[config.mk]
export PLATFORM = sky130hd
export DESIGN_NAME = hsid_dist_search
export DESIGN_NICKNAME = d
export VERILOG_FILES = /design/src/rtl/hsid_dist_search.sv
export SDC_FILE = /design/constraint.sdc
export NUM_CORES = 2
export LEC_CHECK = 0
export ABC_AREA = 1
export CAP_MARGIN = 25
export CORE_MARGIN = 1.5
export CORE_UTILIZATION = 56
export CTS_CLUSTER_SIZE = 28
export DETAILED_ROUTE_END_ITERATION = 8
export PLACE_DENSITY = 0.8
export SETUP_SLACK_MARGIN = 0.1
export SYNTH_ARGS = -nofsm -noshare
export SYNTH_HDL_FRONTEND = slang
export SYNTH_SLANG_ARGS = --single-unit
export TNS_END_PERCENT = 20
[constraint.sdc]
create_clock -name clk -period 8.4 [get_ports clk]
set_clock_uncertainty 0.1 [all_clocks]
set_input_delay 1.68 -clock clk [delete_from_list [all_inputs] [get_ports clk]]
set_output_delay 1.68 -clock clk [all_outputs]
set_load 0.01 [all_outputs]
[src/rtl/hsid_dist_search.sv]
// Streams meas/ref band-word pairs, accumulates SSD or SAD per library pixel, tracks min/max match.
// Result registered 2 edges after a pixel's last beat; in_ready is high only in RUN, input stalls on in_valid gaps.
module hsid_dist_search #(
  parameter int DATA_WIDTH        = 16,
  parameter int WORD_WIDTH        = 32,
  parameter int BANDS_PER_WORD    = WORD_WIDTH / DATA_WIDTH,
  parameter int HSP_BANDS_WIDTH   = 8,
  parameter int HSP_LIBRARY_WIDTH = 11,
  parameter int ACC_WIDTH         = 3 * DATA_WIDTH
) (
  input  logic                         clk,
  input  logic                         rst_n,
  input  logic                         start,
  input  logic                         clear,
  input  logic                         mode,
  input  logic [HSP_BANDS_WIDTH-1:0]   hsp_bands,
  input  logic [HSP_LIBRARY_WIDTH-1:0] library_size,
  input  logic                         in_valid,
  output logic                         in_ready,
  input  logic [WORD_WIDTH-1:0]        in_meas,
  input  logic [WORD_WIDTH-1:0]        in_ref,
  output logic                         dist_valid,
  output logic [ACC_WIDTH-1:0]         dist_value,
  output logic [HSP_LIBRARY_WIDTH-1:0] dist_index,
  output logic [ACC_WIDTH-1:0]         min_dist,
  output logic [ACC_WIDTH-1:0]         max_dist,
  output logic [HSP_LIBRARY_WIDTH-1:0] min_index,
  output logic [HSP_LIBRARY_WIDTH-1:0] max_index,
  output logic                         busy,
  output logic                         done,
  output logic                         sat,
  output logic                         cfg_err
);

  localparam int TW   = 2 * DATA_WIDTH;
  localparam int SUMW = TW + $clog2(BANDS_PER_WORD) + 1;
  localparam int EW   = ((ACC_WIDTH > SUMW) ? ACC_WIDTH : SUMW) + 1;
  localparam int BIW  = HSP_BANDS_WIDTH + $clog2(BANDS_PER_WORD) + 1;

  typedef enum logic [1:0] {S_IDLE, S_RUN, S_DRAIN, S_DONE} state_t;

  state_t                         r_state;
  state_t                         w_next;
  logic                           r_mode;
  logic [HSP_BANDS_WIDTH-1:0]     r_bands;
  logic [HSP_LIBRARY_WIDTH-1:0]   r_lib;
  logic [HSP_BANDS_WIDTH-1:0]     r_wpp;
  logic [HSP_BANDS_WIDTH-1:0]     r_word_cnt;
  logic [HSP_LIBRARY_WIDTH-1:0]   r_pix_cnt;
  logic                           r_drain_cnt;
  logic                           r_done;
  logic                           r_zero;

  logic                           r_s1_vld;
  logic                           r_s1_first;
  logic                           r_s1_last;
  logic [HSP_LIBRARY_WIDTH-1:0]   r_s1_idx;
  logic [BANDS_PER_WORD-1:0][DATA_WIDTH-1:0] r_s1_diff;
  logic                           r_s2_vld;
  logic                           r_s2_last;
  logic [HSP_LIBRARY_WIDTH-1:0]   r_s2_idx;
  logic [ACC_WIDTH-1:0]           r_acc;

  logic                           w_start_ok;
  logic                           w_start_acc;
  logic                           w_beat;
  logic                           w_last_word;
  logic                           w_last_pix;
  logic [BIW-1:0]                 w_wpp_ext;
  logic [BIW-1:0]                 w_band_base;
  logic [BANDS_PER_WORD-1:0][DATA_WIDTH-1:0] w_diff;
  logic [TW-1:0]                  w_lane;
  logic [TW-1:0]                  w_term;
  logic [SUMW-1:0]                w_sum;
  logic [ACC_WIDTH-1:0]           w_base;
  logic [EW-1:0]                  w_ext;
  logic                           w_ovf;
  logic [ACC_WIDTH-1:0]           w_acc_nxt;

  assign w_start_ok  = start && (hsp_bands != '0) && (library_size != '0);
  assign w_start_acc = (r_state == S_IDLE) && start;
  assign w_beat      = (r_state == S_RUN) && in_valid && !clear;
  assign w_last_word = (r_word_cnt == r_wpp - HSP_BANDS_WIDTH'(1));
  assign w_last_pix  = (r_pix_cnt == r_lib - HSP_LIBRARY_WIDTH'(1));
  assign w_wpp_ext   = (BIW'(hsp_bands) + BIW'(BANDS_PER_WORD - 1)) / BIW'(BANDS_PER_WORD);
  assign w_band_base = BIW'(r_word_cnt) * BIW'(BANDS_PER_WORD);
  assign done        = r_done;

  always_comb begin
    w_next   = r_state;
    in_ready = 1'b0;
    busy     = (r_state != S_IDLE);
    case (r_state)
      S_IDLE:  if (start) w_next = w_start_ok ? S_RUN : S_DONE;
      S_RUN: begin
        in_ready = 1'b1;
        if (w_beat && w_last_word && w_last_pix) w_next = S_DRAIN;
      end
      S_DRAIN: if (r_drain_cnt) w_next = S_DONE;
      S_DONE:  if (r_done) w_next = S_IDLE;
      default: w_next = S_IDLE;
    endcase
    if (clear) w_next = S_IDLE;
  end

  // DONE lasts two cycles: first registers the done strobe, second returns to IDLE.
  always_ff @(posedge clk or negedge rst_n) begin
    if (!rst_n) begin
      r_state     <= S_IDLE;
      r_mode      <= 1'b0;
      r_bands     <= '0;
      r_lib       <= '0;
      r_wpp       <= '0;
      r_word_cnt  <= '0;
      r_pix_cnt   <= '0;
      r_drain_cnt <= 1'b0;
      r_done      <= 1'b0;
      r_zero      <= 1'b0;
      cfg_err     <= 1'b0;
    end else begin
      r_state <= w_next;
      if (clear) begin
        r_drain_cnt <= 1'b0;
        r_done      <= 1'b0;
      end else begin
        case (r_state)
          S_IDLE: if (start) begin
            r_mode      <= mode;
            r_bands     <= hsp_bands;
            r_lib       <= library_size;
            r_wpp       <= HSP_BANDS_WIDTH'(w_wpp_ext);
            r_word_cnt  <= '0;
            r_pix_cnt   <= '0;
            r_drain_cnt <= 1'b0;
            r_zero      <= !w_start_ok;
            cfg_err     <= 1'b0;
          end
          S_RUN: if (w_beat) begin
            if (w_last_word) begin
              r_word_cnt <= '0;
              r_pix_cnt  <= r_pix_cnt + HSP_LIBRARY_WIDTH'(1);
            end else begin
              r_word_cnt <= r_word_cnt + HSP_BANDS_WIDTH'(1);
            end
          end
          S_DRAIN: r_drain_cnt <= 1'b1;
          S_DONE: begin
            r_done <= !r_done;
            if (!r_done && r_zero) cfg_err <= 1'b1;
          end
          default: ;
        endcase
      end
    end
  end

  // Lanes past the pixel's band count are zeroed here so they add nothing downstream.
  always_comb begin
    w_diff = '0;
    for (int k = 0; k < BANDS_PER_WORD; k++) begin
      if ((w_band_base + BIW'(k)) < BIW'(r_bands)) begin
        if (in_meas[k*DATA_WIDTH +: DATA_WIDTH] > in_ref[k*DATA_WIDTH +: DATA_WIDTH])
          w_diff[k] = in_meas[k*DATA_WIDTH +: DATA_WIDTH] - in_ref[k*DATA_WIDTH +: DATA_WIDTH];
        else
          w_diff[k] = in_ref[k*DATA_WIDTH +: DATA_WIDTH] - in_meas[k*DATA_WIDTH +: DATA_WIDTH];
      end
    end
  end

  always_comb begin
    w_sum  = '0;
    w_lane = '0;
    w_term = '0;
    for (int k = 0; k < BANDS_PER_WORD; k++) begin
      w_lane = TW'(r_s1_diff[k]);
      w_term = r_mode ? w_lane : w_lane * w_lane;
      w_sum  = w_sum + SUMW'(w_term);
    end
  end

  assign w_base    = r_s1_first ? '0 : r_acc;
  assign w_ext     = EW'(w_base) + EW'(w_sum);
  assign w_ovf     = |w_ext[EW-1:ACC_WIDTH];
  assign w_acc_nxt = w_ovf ? '1 : w_ext[ACC_WIDTH-1:0];

  always_ff @(posedge clk or negedge rst_n) begin
    if (!rst_n) begin
      r_s1_vld   <= 1'b0;
      r_s1_first <= 1'b0;
      r_s1_last  <= 1'b0;
      r_s1_idx   <= '0;
      r_s1_diff  <= '0;
      r_s2_vld   <= 1'b0;
      r_s2_last  <= 1'b0;
      r_s2_idx   <= '0;
      r_acc      <= '0;
      dist_valid <= 1'b0;
      dist_value <= '0;
      dist_index <= '0;
      min_dist   <= '0;
      max_dist   <= '0;
      min_index  <= '0;
      max_index  <= '0;
      sat        <= 1'b0;
    end else if (clear) begin
      r_s1_vld   <= 1'b0;
      r_s2_vld   <= 1'b0;
      dist_valid <= 1'b0;
    end else begin
      r_s1_vld <= w_beat;
      if (w_beat) begin
        r_s1_diff  <= w_diff;
        r_s1_first <= (r_word_cnt == '0);
        r_s1_last  <= w_last_word;
        r_s1_idx   <= r_pix_cnt;
      end
      r_s2_vld <= r_s1_vld;
      if (r_s1_vld) begin
        r_acc     <= w_acc_nxt;
        r_s2_last <= r_s1_last;
        r_s2_idx  <= r_s1_idx;
        if (w_ovf) sat <= 1'b1;
      end
      dist_valid <= r_s2_vld && r_s2_last;
      if (r_s2_vld && r_s2_last) begin
        dist_value <= r_acc;
        dist_index <= r_s2_idx;
        if (r_s2_idx == '0) begin
          min_dist  <= r_acc;
          max_dist  <= r_acc;
          min_index <= '0;
          max_index <= '0;
        end else begin
          if (r_acc < min_dist) begin
            min_dist  <= r_acc;
            min_index <= r_s2_idx;
          end
          if (r_acc > max_dist) begin
            max_dist  <= r_acc;
            max_index <= r_s2_idx;
          end
        end
      end
      if (w_start_acc) begin
        sat <= 1'b0;
        if (w_start_ok) begin
          min_dist  <= '0;
          max_dist  <= '0;
          min_index <= '0;
          max_index <= '0;
        end
      end
    end
  end

endmodule

==> key figures <==
Global route
  • Vias in the first global route: 38280
  • Pin count of the biggest net entering global routing: 146
  • Initial antenna violation count: 1
  • Gr ovfl total: 0
  • First-pass GRT wire length: between 200000 and 250000 um
  • GRT Resource Usage Total: 33.89%

Synthesis
  • Synth cell types: 53
  • Synthesized cell area: 41290 um^2
  • Mapped Cells: 5741
  • Syn Area/Cell: 7.192 um^2
  • Predominant post-synthesis flop cell: dfrtp_1
  • Seq/Total Area, Yosys: 20.54%
  • Number of synthesized flops with an enable pin: 0
  • Yosys reg bits: 339
  • Asr flop ratio synth: 100.0%
  • Syn Nets: 6602
  • Syn. warnings: 0

Layout
  • Final net count: 6927
  • ANT cells: 0
  • Util after Layout: 66.35%
  • Fraction of layout cells with a size suffix above 1: 9.303%
  • Non-Filler Instances: 7054
  • FILL cells: 6265
  • Design area: between 40000 and 50000 um^2
  • Commonest non-fill, non-tap cell in the layout: nand2_1
  • Area growth syn-to-layout: 17.23%
  • Leading cell types in the layout, fill and taps excluded: 1412 x nand2_1, 1190 x inv_1, 393 x nand3_1, 375 x ha_1, 360 x fa_1

Clock network
  • Max clock buf depth: 3
  • Clk slew on worst S/H paths: around 0.060 ns
  • CTS buffer count: 39
  • Worst skew pair latency: 0.59 ns
  • CTS tree: yes
  • CTS H-tree lvls: 2
  • Root Driver: clkbuf_16
  • # hold bufs at CTS: 0
  • Clk sinks: about 340

Placed design
  • Pre-CTS WS: -0.1604 ns
  • I/O Buffers: roughly 270
  • DP Area: 45640 um^2
  • Global placement routability congestion: 0.9952
  • Post-Place Cells: 6936
  • Post-DP HPWL: about 100000 um

STA
  • Final WS setup: between 0.3 and 0.4 ns
  • Tmin final: 8.033 ns
  • Slew margin rel.: 23.52%
  • Fin. Hold Viols: 0
  • Setup violators final: 0
  • Slew Viols, Final: 0
  • Final Cycle Share: 95.63%
  • Max Fclk: 124.5 MHz
  • RSZ-0062 raised after global routing: true
  • Worst Tran Pin Value: 1.146 ns

Floorplanning
  • Core area: 72960 um^2
  • # IOs: about 270
  • Row cnt: 99
  • Initial core utilization: 56.60%
  • Die ar.: 75380 um^2
  • Die outline height: 274.5 um
  • Chip Width: 274.5 um

Worst setup path
  • Setup CP Type: reg2reg
  • CP endpoint kind: flop
  • Most used cell along the critical path: fa_1
  • Worst-path maximum fanout: 6
  • Critical path data arrival time: 8.40 ns
  • Worst endpoint required time: 8.77 ns
  • Slowest-stage cell, CP: o21ai_0
  • CP max stage delay: 0.56 ns
  • CP Launch Type: flop

Drt
  • Drt pass-1 iters: 6
  • Final WL: 128200 um
  • Via count: 38830
  • Vias per Instance: 5.505
  • # DRC: 0
  • First DRT Iteration DRCs: 3462
  • Avg WL per Cell: 18.18 um
  • Routed Antenna Nets: 0

Hold path
  • Worst min-delay path class: reg2reg

Job
  • Max-cap violations: 0

Outcome
  • Outcome: finished clean
==> cell type report <==
type	count	area, um^2	share of cell area, %
tap	959	1200	2.479
inverter	1204	4524	9.347
clock inverter	14	246.5	0.5092
clock buffer	56	1140	2.355
timing repair buffer	488	4481	9.256
multi-input combinational	3994	28300	58.46
sequential	339	8518	17.60
==> critical path: cells and delay by family, from the launching register on <==
family / cells / cell delay [ns]
XOR/XNOR: 1 / 0.09
flip-flops: 1 / 0.43
adder cells (fa/ha/maj): 9 / 4.23
buffers and inverters: 6 / 0.59
AO/OA/AOI/OAI: 9 / 2.11
AND/OR/NAND/NOR: 4 / 0.36
==> final timing paths <==
path                         startpoint             to  slack [ns]  depth (start not counted)
max                        r_s1_diff[4]      r_acc[19]        0.37                         29
min                         r_s1_idx[4]    r_s2_idx[4]        0.38                          2
max reg2reg                r_s1_diff[4]      r_acc[19]        0.37                         29
min reg2reg                 r_s1_idx[4]    r_s2_idx[4]        0.38                          2
max in group asynchronous         rst_n   min_dist[37]        5.81                          2
min in group asynchronous         rst_n  r_s1_diff[30]        0.97                          1
==> state kept, by name, indices dropped and copies added (netlist names), 2 cells and up <==
name / flops
min_dist: 48
max_index: 11
r_acc: 48
r_word_cnt: 8
r_pix_cnt: 11
min_index: 11
r_s1_diff: 32
r_s1_idx: 11
dist_index: 11
r_state: 2
max_dist: 48
r_s2_idx: 11
r_lib: 11
r_wpp: 8
dist_value: 48
r_bands: 8
==> cell usage after synthesis, types with 9 or more instances <==
master    number  area (um^2)
a21boi_0       9        67.56
a21o_1        17        127.6
a21oi_1      264         1321
buf_1         13        48.80
buf_2         27        135.1
buf_4         13        97.59
clkbuf_1     140        525.5
dfrtp_1      339         8483
fa_1         364         7287
ha_1         408         5105
inv_1       1193         4478
inv_2         11        41.29
nand2_1     1433         5379
nand2_2       11        68.82
nand3_1      401         2007
nand4_1       29        181.4
nor2_1       343         1287
nor2_2        27        168.9
nor3_1        43        215.2
nor4_1        11        68.82
o211ai_1      20        150.1
o21a_1        16        120.1
o21ai_0      335         1677
o21ai_1       14        70.07
o21bai_1      26        195.2
o22ai_1       12        75.07
or2_2         14        87.58
xnor2_1       45        394.1
xor2_1        99        867.1
==> metal layers <==
metal	vias to the layer above	routed length, um	global-route usage (%)
li1	18370	-	-
met1	18610	53850	46.10
met2	1597	60140	55.81
met3	259	9849	4.678
met4	0	4400	11.16
met5	-	0	0
==> cells by family after synthesis <==
logic type / after synthesis / share of synthesized area (%)
AND/OR/NAND/NOR: 2339 / 23.50
AO/OA/AOI/OAI: 739 / 9.733
buffers and inverters: 1408 / 13.15
XOR/XNOR: 144 / 3.054
adder cells (fa/ha/maj): 772 / 30.01
flip-flops: 339 / 20.54
==> repair_timing <==
| action | 4_1_cts | 5_1_grt |
|---|---|---|
| gates resized for setup | 41 | 248 |
| pin swaps | 1 | 47 |
| setup buffers | 0 | 46 |
| endpoints found under the setup margin | 49 | 49 |
==> per-stage QoR <==
stage / hold slack, ns / TNS [ns]
6_report: 0.3791 / 0
5_1_grt: 0.3949 / 0
4_1_cts: 0.3807 / 0
3_5_place_dp: 0.3645 / -4.202
3_3_place_gp: 0.3607 / -3.405
2_1_floorplan: 0.3517 / 0
Power is left out: the tool's default activity adds up to more than one toggle a clock period on the data nets, which glitch-free logic cannot reach.
